--- config.mk ---
export PLATFORM = sky130hd
export DESIGN_NAME = sor_tx
export DESIGN_NICKNAME = d
export VERILOG_FILES = /design/src/rtl/sor_tx.sv
export SDC_FILE = /design/constraint.sdc
export NUM_CORES = 1
export LEC_CHECK = 0
export BUFFER_PORTS_ARGS = -buffer_cell sky130_fd_sc_hd__buf_2
export CORE_MARGIN = 4
export CORE_UTILIZATION = 57
export DETAILED_ROUTE_END_ITERATION = 10
export HOLD_SLACK_MARGIN = 0.06
export PLACE_DENSITY = 0.77
export REMOVE_ABC_BUFFERS = 1
export SLEW_MARGIN = 10
export SYNTH_ARGS = -nofsm -noshare
export SYNTH_HDL_FRONTEND = slang
export SYNTH_SLANG_ARGS = --single-unit
export TNS_END_PERCENT = 10
--- constraint.sdc ---
create_clock -name clk -period 2.3 [get_ports clk]
set_input_delay 0.115 -clock clk [delete_from_list [all_inputs] [get_ports clk]]
set_output_delay 0.115 -clock clk [all_outputs]
set_load 0.03 [all_outputs]
--- src/rtl/sor_tx.sv ---
// sor_tx - 8N1 serial transmitter for the debug UART link.
//
// Bytes enter through a one-entry holding register (valid/ready) and are
// serialised on txd: start bit 0, 8 data bits LSB first, stop bit 1, each
// bit lasting CLKS_PER_BIT clocks. A byte queued in the holding register
// while a frame is in flight launches on the stop-end edge, so consecutive
// frames have no idle gap.
//
// Ports:
//   clk       clock, all logic on posedge
//   rst       asynchronous active-high reset
//   tx_data   byte to send, sampled on accept
//   tx_valid  producer offers tx_data
//   tx_ready  holding register empty (accept = tx_valid && tx_ready)
//   txd       registered serial line, idles high
//   tx_busy   a frame is on the line
//   tx_done   one-cycle pulse after each stop bit completes
module sor_tx #(
    parameter int CLKS_PER_BIT = 8
) (
    input  logic       clk,
    input  logic       rst,
    input  logic [7:0] tx_data,
    input  logic       tx_valid,
    output logic       tx_ready,
    output logic       txd,
    output logic       tx_busy,
    output logic       tx_done
);
    localparam int CW = (CLKS_PER_BIT > 1) ? $clog2(CLKS_PER_BIT) : 1;
    localparam logic [CW-1:0] RELOAD = CW'(CLKS_PER_BIT - 1);

    localparam logic [1:0] S_IDLE  = 2'd0;
    localparam logic [1:0] S_START = 2'd1;
    localparam logic [1:0] S_DATA  = 2'd2;
    localparam logic [1:0] S_STOP  = 2'd3;

    logic [1:0]    state, state_n;
    logic [7:0]    hold, shift, shift_n;
    logic          hold_full, full_clr;
    logic [CW-1:0] cntc, cntc_n;
    logic [2:0]    cntb, cntb_n;
    logic          done_n, txd_n;
    logic          accept;

    assign tx_ready = !hold_full;
    assign tx_busy  = (state != S_IDLE);
    // Launch requires hold_full, which forces tx_ready low, so accept and
    // launch never touch hold on the same edge.
    assign accept   = tx_valid && !hold_full;

    always_comb begin
        state_n  = state;
        shift_n  = shift;
        cntc_n   = cntc;
        cntb_n   = cntb;
        full_clr = 1'b0;
        done_n   = 1'b0;
        case (state)
            S_IDLE: begin
                if (hold_full) begin
                    shift_n  = hold;
                    full_clr = 1'b1;
                    cntc_n   = RELOAD;
                    state_n  = S_START;
                end
            end
            S_START: begin
                if (cntc == '0) begin
                    cntc_n  = RELOAD;
                    cntb_n  = 3'd0;
                    state_n = S_DATA;
                end else begin
                    cntc_n = cntc - 1'b1;
                end
            end
            S_DATA: begin
                if (cntc == '0) begin
                    shift_n = {1'b0, shift[7:1]};
                    cntc_n  = RELOAD;
                    if (cntb == 3'd7) state_n = S_STOP;
                    else              cntb_n  = cntb + 3'd1;
                end else begin
                    cntc_n = cntc - 1'b1;
                end
            end
            default: begin // S_STOP
                if (cntc == '0) begin
                    done_n = 1'b1;
                    if (hold_full) begin
                        // back-to-back: next start bit begins on this edge
                        shift_n  = hold;
                        full_clr = 1'b1;
                        cntc_n   = RELOAD;
                        state_n  = S_START;
                    end else begin
                        state_n = S_IDLE;
                    end
                end else begin
                    cntc_n = cntc - 1'b1;
                end
            end
        endcase
    end

    // txd is registered from the next state so the line level changes on
    // the same edge as the state that owns it.
    always_comb begin
        case (state_n)
            S_START: txd_n = 1'b0;
            S_DATA:  txd_n = shift_n[0];
            default: txd_n = 1'b1;
        endcase
    end

    always_ff @(posedge clk or posedge rst) begin
        if (rst) begin
            state     <= S_IDLE;
            hold      <= 8'h00;
            hold_full <= 1'b0;
            shift     <= 8'h00;
            cntc      <= '0;
            cntb      <= 3'd0;
            txd       <= 1'b1;
            tx_done   <= 1'b0;
        end else begin
            state   <= state_n;
            shift   <= shift_n;
            cntc    <= cntc_n;
            cntb    <= cntb_n;
            txd     <= txd_n;
            tx_done <= done_n;
            if (accept) begin
                hold      <= tx_data;
                hold_full <= 1'b1;
            end else if (full_clr) begin
                hold_full <= 1'b0;
            end
        end
    end
endmodule

==> results by group <==
Timing
  – Slew margin rel.: 66.8%
  – Fin Clk Skew: 10.8 ps
  – Fin. Hold Viols: 0
  – Final setup vio count: 0
  – Max frequency: 504 MHz
  – Setup TNS: 0 ps
  – Fin Hold WS: 289 ps
  – Fin worst setup slack: 314 ps
  – Pins Over Slew Limit: 0
  – Final worst path period share: 86.3%
  – Minimum clock period: 1990 ps
  – Slew @ Worst Pin: 499 ps
  – Unrepaired setup endpoints after global routing: no

Cells and area
  – Area Growth Syn to Fin: 14.4%
  – Design area: 1680 sq um
  – Filler Cell Count: 202
  – Final Util: 67.9%
  – Final nets: 187
  – Share of cells above drive strength 1: 22.2%
  – Final Non-Filler Cells: 197
  – Antenna diodes: 0

Clock tree
  – Post-CTS setup buffer count: 0
  – TritonCTS clock tree: yes
  – Clock Sinks: 27
  – Worst-path clk slew: 150 ps
  – H-tree depth: 1
  – CTS Buf Count: 3
  – Clock Latency Late Sink: 320 ps
  – CTS Root Cell: clkbuf_4
  – Max Root-Sink Buffers: 2

Global route
  – First-pass GRT wire length: 5110 um
  – Total GRT Usage: 19.0%
  – Vias in the first global route: 1,131
  – GRT Residual Overflow: 0
  – Initial antenna violation count: 0
  – Largest net degree at the start of global routing: 28

Flow run
  – Max-Cap Viols: 0

Die
  – Initial core utilization: 59.3%
  – Die Y: 58.8 um
  – Die area: 3460 sq um
  – Die Width: 58.8 um
  – Row count: 18
  – Core area: 2480 sq um
  – IO Pins: 15

Critical path
  – Crit-path max FO: 14
  – Crit path launch: state[1]
  – WP data arrival: 2200 ps
  – Critical Path RT: 2510 ps
  – RR Endpoint: shift[5]
  – Setup crit end kind: flip-flop
  – Crit path capture: shift[5]
  – Setup CP Type: flip-flop to flip-flop
  – Worst setup SP type: flip-flop
  – Reg-to-Reg Start: state[1]
  – Reg2reg path depth: 6
  – R2R Setup Slk: 310 ps

Detailed routing
  – Initial drt markers: 48
  – Routed vias: 1,136
  – TritonRoute pass-1 iters: 4
  – Wire per inst: 14.4 um
  – Post-Route WL: 2840 um
  – Drc violations: 0
  – Vias per cell: 5.77
  – DRT antenna net count: 0

Placed design
  – Gp weighted congestion: 0.771
  – Port Buf Inserts: 14
  – Pre-CTS WS: 372 ps
  – Post-placement cell area: 1560 sq um
  – Total placed cells including tap cells: 184
  – HPWL after detailed placement: 2090 um

Synth
  – Most area-hungry cell type in the Yosys netlist: dfrtp_1
  – Post-synth EDFFs: 0
  – Syn Std Cell Area: 1470 sq um
  – Syn avg cell area: 10.4 sq um
  – Cell variety after synth: 34
  – Area share of the leading cell type in the synthesized netlist: 44.3%
  – Seq/Total Area, Yosys: 46.0%
  – Synth Register Bits: 27
  – Top cells by area, synth: dfrtp_1 44%, ha_1 6.8%, mux2_2 6.1%
  – Synth warn: 0
  – Main synth FF type: dfrtp_1
  – Synthesized instance count: 142
  – Synth async-reset ratio: 100%

Run status
  – Outcome: finished clean

Power
  – Pwr Total: 2.05 mW
  – Pwr per Cell Area: 1220 nW/um^2
  – Leakage: 0.772 nW
  – VDD IR-drop max: 803 uV

Min path
  – Tightest Hold Check Type: input pin to flip-flop
layout by cell type, fill, tap and decap left out:
cell / count
mux2i_1: 3
clkbuf_4: 3
buf_4: 3
inv_1: 11
dfrtp_1: 26
o311ai_0: 1
a211oi_1: 2
nand2b_1: 2
nor2b_1: 3
nand2_1: 14
or2_2: 1
dfstp_2: 1
a221oi_1: 2
o21bai_4: 1
a31oi_1: 2
o211ai_1: 1
and2_2: 1
o221ai_1: 1
buf_2: 14
mux2_2: 8
o21ai_0: 15
or2_1: 1
nor3_1: 1
a211oi_4: 1
a21oi_1: 7
nor2_4: 1
nand3_1: 1
a22oi_1: 7
ha_1: 8
a21oi_4: 2
clkinv_2: 1
dlygate4sd3_1: 9
a22o_1: 2
nor2_1: 9
nand3b_1: 1
a21o_1: 1
how the worst min path moves through the flow:
stage	end	start	cells past startpoint	slack, ps
after floorplan	cntb[0]	rst	1	170
after global placement	hold[2]	rst	3	180
after detailed placement	hold[3]	rst	3	190
after CTS	hold_full	tx_valid	4	290
after global routing	hold_full	tx_valid	4	320
final	hold[7]	tx_valid	4	290
what timing repair did:
action,CTS,global route
hold buffers,9,0
resized for setup,0,0
setup endpoints to repair,0,0
endpoints found under the hold margin,34,0
flip-flops by register name (all words and copies together), names as in the netlist:
name and cells:
cntb 3, tx_done 1, txd 1, state 2
cntc 3, hold_full 1, shift 8, hold 8
routing by layer:
layer,global-route usage (%),part of all wire (%),up-vias
met5,0,0,-
met4,5.50,0.81,0
met3,2.41,3.2,4
met2,34.2,52,20
met1,23.6,43,556
li1,-,-,556
where the power goes:
part	total (mW)	switching (mW)	internal (mW)
Combinational	1.03	0.579	0.447
Clock	0.204	0.139	0.0651
Sequential	0.823	0.155	0.668
Total	2.05	0.873	1.18
critical path, stage by stage, from the launching register on:
cell and delay, ps:
dfrtp_1 530, ha_1 530, nor2b_1 190, a21oi_4 230
nor2_4 80, a22oi_1 200, o21ai_0 110
cell usage after synthesis, drive strengths merged, types with 2 or more instances:
master / instances
a21oi: 9
buf: 5
nand2: 14
a22o: 2
dfrtp: 26
inv: 11
ha: 8
or2: 2
nor2: 10
o21ai: 15
nand2b: 2
mux2: 8
a221oi: 2
nor2b: 3
mux2i: 3
a22oi: 7
a211oi: 3
a31oi: 2
layout make-up:
| type | instances | area (sq um) | share of cell area (%) |
|---|---|---|---|
| inverter | 11 | 41.3 | 2.46 |
| clock buffer | 3 | 22.5 | 1.34 |
| timing repair buffer | 26 | 183 | 10.9 |
| tap | 30 | 37.5 | 2.23 |
| sequential | 27 | 677 | 40.3 |
| clock inverter | 1 | 5.00 | 0.298 |
| multi-input combinational | 99 | 716 | 42.6 |
cell families after synthesis:
family	after synthesis	share of synthesized area (%)
AND/OR/NAND/NOR	35	11.3
flip-flops	27	46.0
adder cells (fa/ha/maj)	8	6.81
buffers and inverters	16	5.28
multiplexers	11	8.17
AO/OA/AOI/OAI	45	22.4
(Power assumes the default switching activity.)
